--- config.mk ---
export PLATFORM = sky130hd
export DESIGN_NAME = iir_filter_tdm
export DESIGN_NICKNAME = d
export VERILOG_FILES = /design/src/rtl/iir_pkg.sv /design/src/rtl/iir_filter_tdm_mac.sv /design/src/rtl/iir_filter_tdm.sv
export SDC_FILE = /design/constraint.sdc
export NUM_CORES = 2
export LEC_CHECK = 0
export CORE_ASPECT_RATIO = 0.9
export CORE_MARGIN = 2
export CORE_UTILIZATION = 35
export CTS_CLUSTER_SIZE = 10
export DETAILED_ROUTE_END_ITERATION = 8
export PLACE_DENSITY = 0.51
export SYNTH_ARGS = -nofsm -noshare
export SYNTH_HDL_FRONTEND = slang
export SYNTH_SLANG_ARGS = --single-unit
--- constraint.sdc ---
create_clock -name clk -period 14.7 [get_ports clk]
set_input_delay 2.94 -clock clk [delete_from_list [all_inputs] [get_ports clk]]
set_output_delay 2.94 -clock clk [all_outputs]
set_load 0.05 [all_outputs]
--- src/rtl/iir_pkg.sv ---
// Shared types and arithmetic helpers for the time-multiplexed IIR filter.
package iir_pkg;

  typedef enum logic [2:0] {
    IDLE  = 3'd0,
    MAC_B = 3'd1,
    MAC_A = 3'd2,
    SAT   = 3'd3,
    HOLD  = 3'd4
  } state_t;

  // Coefficient map: b taps first, a taps directly after them.
  localparam int B_BASE = 0;

  function automatic int a_base(input int order);
    return order + 1;
  endfunction

  function automatic int clog2(input int value);
    int r;
    r = 0;
    for (int v = value - 1; v > 0; v = v >> 1) r++;
    return r;
  endfunction

  // Half-up rounding by 2^frac, then clamp to a dout_w-bit signed range.
  function automatic logic signed [63:0] round_sat(input logic signed [63:0] acc,
                                                   input int frac, input int dout_w);
    logic signed [63:0] r;
    logic signed [63:0] hi;
    logic signed [63:0] lo;
    r  = (acc + (64'sd1 <<< (frac - 1))) >>> frac;
    hi = (64'sd1 <<< (dout_w - 1)) - 64'sd1;
    lo = -(64'sd1 <<< (dout_w - 1));
    if (r > hi) begin
      return hi;
    end else if (r < lo) begin
      return lo;
    end else begin
      return r;
    end
  endfunction

endpackage

--- src/rtl/iir_filter_tdm_mac.sv ---
// Shared signed multiplier feeding a clear/add/subtract accumulator.
module iir_mac #(
  parameter int COEF_W = 10,
  parameter int OPND_W = 18,
  parameter int ACC_W  = 36
) (
  input  logic                     clk,
  input  logic                     rst,
  input  logic                     clr,
  input  logic                     add,
  input  logic                     sub,
  input  logic signed [COEF_W-1:0] coef,
  input  logic signed [OPND_W-1:0] opnd,
  output logic signed [ACC_W-1:0]  acc
);

  localparam int PROD_W = COEF_W + OPND_W;

  logic signed [PROD_W-1:0] prod_s;
  logic signed [ACC_W-1:0]  prod_ext_s;

  assign prod_s     = coef * opnd;
  assign prod_ext_s = {{(ACC_W - PROD_W){prod_s[PROD_W-1]}}, prod_s};

  // Accumulator: clear has priority, then add (b taps) or subtract (a taps).
  always_ff @(posedge clk or negedge rst) begin
    if (!rst) begin
      acc <= '0;
    end else if (clr) begin
      acc <= '0;
    end else if (add) begin
      acc <= acc + prod_ext_s;
    end else if (sub) begin
      acc <= acc - prod_ext_s;
    end else begin
      acc <= acc;
    end
  end

endmodule

--- src/rtl/iir_filter_tdm.sv ---
// Direct-form-I IIR filter sharing one MAC across all taps, one sample in flight.
module iir_filter_tdm
  import iir_pkg::*;
#(
  parameter int ORDER     = 16,
  parameter int DIN_W     = 8,
  parameter int COEF_W    = 10,
  parameter int COEF_FRAC = 8,
  parameter int DOUT_W    = 18,
  parameter int ACC_W     = 36,
  parameter int ADDR_W    = clog2(2 * ORDER + 1)
) (
  input  logic                     clk,
  input  logic                     rst,
  input  logic                     in_valid,
  output logic                     in_ready,
  input  logic signed [DIN_W-1:0]  data_in,
  output logic                     out_valid,
  input  logic                     out_ready,
  output logic signed [DOUT_W-1:0] data_out,
  input  logic                     clr,
  input  logic                     coef_we,
  input  logic [ADDR_W-1:0]        coef_addr,
  input  logic signed [COEF_W-1:0] coef_wdata,
  output logic                     coef_ready
);

  localparam int NCOEF  = 2 * ORDER + 1;
  localparam int A_BASE = a_base(ORDER);
  localparam logic signed [COEF_W-1:0] COEF_ONE = {{(COEF_W-1){1'b0}}, 1'b1} << COEF_FRAC;

  state_t                    state_r;
  logic [ADDR_W-1:0]         cnt_r;
  logic signed [DIN_W-1:0]   x_hist_r [0:ORDER];
  logic signed [DOUT_W-1:0]  y_hist_r [1:ORDER];
  logic signed [COEF_W-1:0]  coef_r   [0:NCOEF-1];
  logic signed [ACC_W-1:0]   acc_s;
  logic signed [COEF_W-1:0]  coef_sel_s;
  logic signed [DOUT_W-1:0]  opnd_sel_s;
  logic signed [DOUT_W-1:0]  sat_s;
  logic                      idle_s;
  logic                      accept_s;

  assign idle_s     = (state_r == IDLE);
  assign in_ready   = rst && idle_s && !clr;
  assign coef_ready = idle_s;
  assign accept_s   = in_valid && in_ready;
  assign sat_s      = DOUT_W'(round_sat({{(64 - ACC_W){acc_s[ACC_W-1]}}, acc_s}, COEF_FRAC, DOUT_W));

  // cnt_r doubles as the coefficient address; x index in MAC_B, y index minus ORDER in MAC_A.
  always_comb begin
    coef_sel_s = '0;
    opnd_sel_s = '0;
    for (int i = 0; i < NCOEF; i++) begin
      coef_sel_s = (cnt_r == ADDR_W'(i)) ? coef_r[i] : coef_sel_s;
    end
    if (state_r == MAC_B) begin
      for (int i = 0; i <= ORDER; i++) begin
        opnd_sel_s = (cnt_r == ADDR_W'(i)) ?
                     {{(DOUT_W - DIN_W){x_hist_r[i][DIN_W-1]}}, x_hist_r[i]} : opnd_sel_s;
      end
    end else begin
      for (int i = 1; i <= ORDER; i++) begin
        opnd_sel_s = (cnt_r == ADDR_W'(A_BASE + i - 1)) ? y_hist_r[i] : opnd_sel_s;
      end
    end
  end

  iir_mac #(
    .COEF_W (COEF_W),
    .OPND_W (DOUT_W),
    .ACC_W  (ACC_W)
  ) u_mac (
    .clk  (clk),
    .rst  (rst),
    .clr  (accept_s),
    .add  (state_r == MAC_B),
    .sub  (state_r == MAC_A),
    .coef (coef_sel_s),
    .opnd (opnd_sel_s),
    .acc  (acc_s)
  );

  // Sequencer with registered output handshake.
  always_ff @(posedge clk or negedge rst) begin
    if (!rst) begin
      state_r   <= IDLE;
      cnt_r     <= '0;
      out_valid <= 1'b0;
      data_out  <= '0;
    end else begin
      case (state_r)
        IDLE: begin
          if (accept_s) begin
            cnt_r   <= '0;
            state_r <= MAC_B;
          end
        end
        MAC_B: begin
          if (cnt_r == ADDR_W'(ORDER)) state_r <= MAC_A;
          cnt_r <= cnt_r + 1'b1;
        end
        MAC_A: begin
          if (cnt_r == ADDR_W'(2 * ORDER)) begin
            state_r <= SAT;
          end else begin
            cnt_r <= cnt_r + 1'b1;
          end
        end
        SAT: begin
          data_out  <= sat_s;
          out_valid <= 1'b1;
          state_r   <= HOLD;
        end
        HOLD: begin
          if (out_valid && out_ready) begin
            out_valid <= 1'b0;
            state_r   <= IDLE;
          end
        end
        default: begin
          out_valid <= 1'b0;
          state_r   <= IDLE;
        end
      endcase
    end
  end

  // Sample histories: shift x on accept, flush on clr while idle, shift y on result.
  always_ff @(posedge clk or negedge rst) begin
    if (!rst) begin
      for (int i = 0; i <= ORDER; i++) x_hist_r[i] <= '0;
      for (int i = 1; i <= ORDER; i++) y_hist_r[i] <= '0;
    end else if (accept_s) begin
      x_hist_r[0] <= data_in;
      for (int i = 1; i <= ORDER; i++) x_hist_r[i] <= x_hist_r[i-1];
    end else if (idle_s && clr) begin
      for (int i = 0; i <= ORDER; i++) x_hist_r[i] <= '0;
      for (int i = 1; i <= ORDER; i++) y_hist_r[i] <= '0;
    end else if (state_r == SAT) begin
      y_hist_r[1] <= sat_s;
      for (int i = 2; i <= ORDER; i++) y_hist_r[i] <= y_hist_r[i-1];
    end
  end

  // Coefficient file, reset to an identity filter; writes only land while idle.
  always_ff @(posedge clk or negedge rst) begin
    if (!rst) begin
      for (int i = 0; i < NCOEF; i++) coef_r[i] <= (i == B_BASE) ? COEF_ONE : '0;
    end else if (coef_we && idle_s) begin
      for (int i = 0; i < NCOEF; i++) begin
        if (coef_addr == ADDR_W'(i)) coef_r[i] <= coef_wdata;
      end
    end
  end

endmodule

======== Yosys cells after proc, flatten, opt, wreduce, memory -nomap -nowiden ========
Index checks and enable logic that the tools add are counted.
word-level totals
  bits in registers ....................... 818
  latch bits .............................. 0
  RAM bits ................................ 0
  memory bits (read-only) ................. 0
  input port bits ......................... 30
  word-level logic and storage cells ...... 291
  memories ................................ 0
cells by class
  $add $sub $neg .......................... 4
  multipliers ............................. 1
  div/mod/pow operators ................... 0
  $lt $le $gt $ge ......................... 2
  equal/unequal tests ..................... 73
  shift operators ......................... 0
  mux-type cells .......................... 86
  bitwise operators ....................... 2
  reductions and logical operators ........ 52
operators with widths
  kind                     count
  $mux W18                 36
  $mux W288                2
  $mux W10                 33
  $mux W136                2
  $eq A6 B5 Y1 const B     32
  $mux W36                 3
  $eq A6 B4 Y1 const B     16
  $reduce_and A2 Y1        35
  $eq A6 B3 Y1 const B     8
  $add A36 B9 Y37 const B  1
  $add A36 B28 Y36         1
  $sub A36 B28 Y36         1
  $gt A29 B18 Y1 const B   1
  $lt A29 B18 Y1 const B   1
  $mul A10 B18 Y28         1
  $eq A6 B2 Y1 const B     4
  $pmux W6 S3              1
  $pmux W3 S5              1
  $eq A6 B1 Y1 const B     2
  $eq A6 B6 Y1 const B     2
  $logic_not A6 Y1         2
  $mux W3                  4
  $mux W6                  2
  $ne A2 B2 Y1 const B     4
  16 further kinds         25

======== Depth between registers and ports, before layout ========
  depth in word-level cells ............... 39
  gate-level depth with buffers ........... 49
  depth with buffers taken out ............ 46

======== Cells and area by module ========
Synthesis repeated with hierarchy kept, for this count alone.
unflattened totals
  cells, all modules ...................... 4,291
  area total of the unflattened synthesis .. 46,353.2 sq um
by module, submodules not included
  module          instances  cells an instance  area an instance (sq um)
  iir_filter_tdm  1          3,047              35,863.1
  iir_mac         1          1,244              10,490.1

======== Least setup slack after synthesis ========
OpenSTA, ideal clock, no wires.
  path type ............................... register to register
  start ................................... register cnt_r[0]
  end ..................................... register u_mac.acc[34]
  library setup time ...................... 136 ps
  data arrival time ....................... 10,713 ps
  slack ................................... 3,851 ps
  stages on the path, launching flop included .. 48
  buffers on the path ..................... 3
  period minus slack after synthesis ...... 10,849 ps
  path through ............................ dfrtp_1 > inv_1 > ha_1 > or3b_2 > clkbuf_1 > nor2_4 > buf_4 > a221oi_1 > nor3_1 > a221oi_1 > a2111oi_0 > a2111oi_0 > o21ai_0 > a211oi_1 > o21ai_1 > buf_2 > nand2_1 > fa_1 > [12 not listed] > o22a_1 > a21o_1 > a211oi_1 > o21ai_0 > or3_4 > or4_4 > o21ai_0 > xor2_1 > ha_1 > a21oi_1 > nand2_1 > and2_1 > or3_1 > o31ai_1 > a21oi_1 > a21oi_1 > xor2_1 > o21ai_0
on the way
  longest elaborated chain between the ends .. 39
  elaborated cells between the ends (all ways) .. 106
  those cells by class .................... add/sub: 2; mul: 1; eq/ne: 32; mux: 70; reduce/logical: 1
RTL lines
  what                     RTL line                                    RTL
  start, declared          iir_filter_tdm.sv:33                        logic [ADDR_W-1:0] cnt_r;
  start signal, assigned   iir_filter_tdm.sv:101                       cnt_r <= cnt_r + 1'b1;
  start signal, assigned   iir_filter_tdm.sv:107                       cnt_r <= cnt_r + 1'b1;
  $logic_not A6 Y1         iir_filter_tdm.sv:55, iir_filter_tdm.sv:59
  $mux W10 (33 in series)  iir_filter_tdm.sv:55                        coef_sel_s = (cnt_r == ADDR_W'(i)) ? coef_r[i] : coef_sel_s;
  $mul A10 B18 Y28 *       iir_filter_tdm_mac.sv:22                    assign prod_s = coef * opnd;
  $sub A36 B28 Y36         iir_filter_tdm_mac.sv:34                    acc <= acc - prod_ext_s;
  $mux W36                 iir_filter_tdm_mac.sv:33                    end else if (sub) begin
  $mux W36 *               iir_filter_tdm_mac.sv:31                    end else if (add) begin
  $mux W36 *               iir_filter_tdm_mac.sv:29                    end else if (clr) begin
  end signal, assigned     iir_filter_tdm_mac.sv:32                    acc <= acc + prod_ext_s;
  end signal, assigned     iir_filter_tdm_mac.sv:34
  end, declared            iir_filter_tdm_mac.sv:14                    output logic signed [ACC_W-1:0] acc
Mark *: on every way between the ends. The rest lies on a longest branch, timed or not. The select of a mux whose other input is x is not followed.
A chain may end at the register's enable or synchronous reset.

======== Worst setup path after layout ========
  start ................................... register cnt_r[5]
  end ..................................... register u_mac.acc[34]
Same word-level chain as after synthesis.

==> impl_metrics.csv <==
group,metric,value,unit
outcome,outcome,"finished, final reports clean",
route,post_drt_wl_per_cell,25.0,um
floorplan,row_count,126,
placed_design,dp_slack,852,ps
floorplan,start_util,35.3,%
timing,hold_viol,0,
floorplan,dieArea,0.135,sq mm
placed_design,globalplace.congestion,0.891,
timing,finalClockSkew,43.0,ps
final_layout,final_common_cell,"dfrtp_1",
setup_path,critical_path_class,"register to register",
yosys,synth_top_area_cell,"dfrtp_1",
setup_path,crit_fanout,22,
global_route,grt.busiest_layer,"met1",
yosys,syn-num-nets,4676,
final_layout,fin_cells,6124,
setup_path,worst_setup_path_start_kind,"register",
setup_path,cp_slowest_cell,"nor4_1",
timing,fin_tns_setup,0,ps
setup_path,crit_path_end_kind,"register",
yosys,synth_top_area_share,44.1,%
route,dr_total_vias,36200,
setup_path,worstPathArrival,14440,ps
placed_design,dp.cells,5983,
clock_tree,insertion_delay,710,ps
setup_path,cp_slowest_stage_delay,850,ps
yosys,synthSimpleGateAreaFrac,10.7,%
clock_tree,cts_max_level,3,
clock_tree,path_clk_slew,60,ps
final_layout,syn_to_final_growth,11.4,%
yosys,synth.area.mux_share,8.21,%
yosys,yosysSeqAreaShare,44.1,%
placed_design,numPortBuffers,50,
floorplan,dieHeight,349,um
timing,clock.fmax,71.9,MHz
yosys,synth_adder_area_share,9.69,%
global_route,grt_max_degree,228,
yosys,synth_top_family_by_area,"compound AO/OA/AOI/OAI gates",
global_route,overflow,0,
floorplan,die_x,388,um
clock_tree,cts_buffers,95,
yosys,ys_top_cells_by_area,"dfrtp_1, mux2_2, a22o_1, fa_1, nand2_1",
yosys,synth-edff-count,0,
final_layout,layout_common_cells,"dfrtp_1, a22o_1, nand2_1, mux2_2, nor2_1",
yosys,ys_seq_elements,818,
flow_run,max_cap_viol_count,0,
placed_design,dp_hpwl,105000,um
clock_tree,post_cts_buffers,0,
floorplan,io_pins,51,
timing,timing.final.ws_setup,793,ps
yosys,ys_types,101,
global_route,use_met2,32.5,%
clock_tree,clock_path_buffers,3,
timing,maxSlewViolCount,0,
final_layout,fillCellCount,12800,
route,drt-initial-drc-count,3533,
global_route,grt_antenna_before_repair,3,
yosys,synthArstFlopShare,100,%
min_path,hold_class,"register to register",
global_route,grt_use_total,22.4,%
route,routed_via_density,5.91,
route,drt-pass1-iter-count,7,
global_route,grt_first_pass_wirelength,234000,um
yosys,post_synth_xor_area_fraction,1.91,%
setup_path,worstPathRequired,15230,ps
floorplan,core-area,0.131,sq mm
yosys,synth_warnings,0,
route,ant_nets,0,
clock_tree,cts_tree,"yes",
yosys,synth_area,0.0464,sq mm
clock_tree,root_buffer,"clkbuf_16",
timing,slew_headroom,13.1,%
global_route,grt_pass1_vias,35700,
timing,setup_violations,0,
yosys,syn_avg_cell_area,10.6,sq um
timing,rsz0062_at_grt,"false",
yosys,syn_inst,4381,
final_layout,final_nets,4647,
route,wl,153000,um
timing,tightest_slew,1280,ps
timing,finalCriticalPeriod,13910,ps
route,drc,0,
yosys,synth_compound_area_share,21.1,%
yosys,ys.flop_type,"dfrtp_1",
timing,fin_crit_sh,94.6,%
clock_tree,cts_sinks,818,
final_layout,drive_above_1_share,14.3,%
global_route,use_met3,3.41,%
global_route,met1_usage,34.8,%
[timing repair]
item / in CTS / in global routing
gates resized for setup: 0 / 2
hold buffers: 0 / 0
endpoints found under the setup margin: 0 / 4
[cell families (layout without fill, tap and decap cells)]
logic type	count (synthesis)	after routing
compound gates	1291	1291
fa+ha+maj	265	265
mux	339	339
xor+xnor	101	101
flops	818	818
other cells	0	3
buf+inv	520	532
simple gates	1047	1047
[worst paths after layout]
check,startpoint,end,slack [ps],depth (start not counted)
worst max-delay path,cnt_r[5],u_mac.acc[34],790,41
worst min-delay path,data_out[17],data_out[17],480,2
worst max register to register,cnt_r[5],u_mac.acc[34],790,41
worst min register to register,data_out[17],data_out[17],480,2
max in group asynchronous,rst,u_mac.acc[33],7900,6
min in group asynchronous,rst,x_hist_r[110],2280,1
[Yosys cell counts, drive strengths merged, types with 48 or more instances]
cell type  number
xnor2          48
nor2          247
a21oi         156
buf            48
and2           70
clkbuf        252
nand3          61
nor3           58
ha            108
nand2         396
fa            157
inv           220
o22ai          94
o21ai         152
xor2           53
a22o          418
mux2          331
a221oi         57
dfrtp         817
[worst max-delay path, delay by kind of cell (launching register included)]
kind,cells,cell delay [ps]
AOI/OAI and AO/OA,18,5340
xor gates and xnor gates,2,380
adders and majority gates,7,3090
buffers and inverters,4,740
DFF,1,660
and+or+nand+nor,10,3470
[flip-flops by register name, indices dropped and copies added (netlist names)]
| name | count |
|---|---|
| coef_r | 330 |
| cnt_r | 6 |
| state_r | 3 |
| x_hist_r | 136 |
| out_valid | 1 |
| u_mac.acc | 36 |
| y_hist_r | 288 |
| data_out | 18 |
[metrics by stage]
stage / hold slack [ps] / cell area (sq um) / util, %
2_1_floorplan: 466 / 46400 / -
3_3_place_gp: 474 / 48900 / 37.3
3_5_place_dp: 468 / 48900 / 37.3
4_1_cts: 486 / 51600 / 39.3
5_1_grt: 498 / 51700 / 39.3
6_report: 478 / 51700 / 39.3
[metal layers]
metal	wire, um	vias to the layer above
li1	-	16000
met1	75100	19000
met2	65300	1068
met3	9810	142
met4	2730	0
met5	0	-
[cell type report]
cell class                 instances  area [sq um]  area share, %
sequential                       818         20500           39.6
antenna                            3          7.51         0.0145
multi-input combinational       3043         24000           46.5
clock buffer                     129          2580           5.00
tap                             1728          2160           4.18
timing repair buffer             174          1460           2.83
inverter                         220           826           1.60
clock inverter                     9           139          0.269
Power is left out: the tool's default activity adds up to more than one toggle a clock period on the data nets, which glitch-free logic cannot reach.
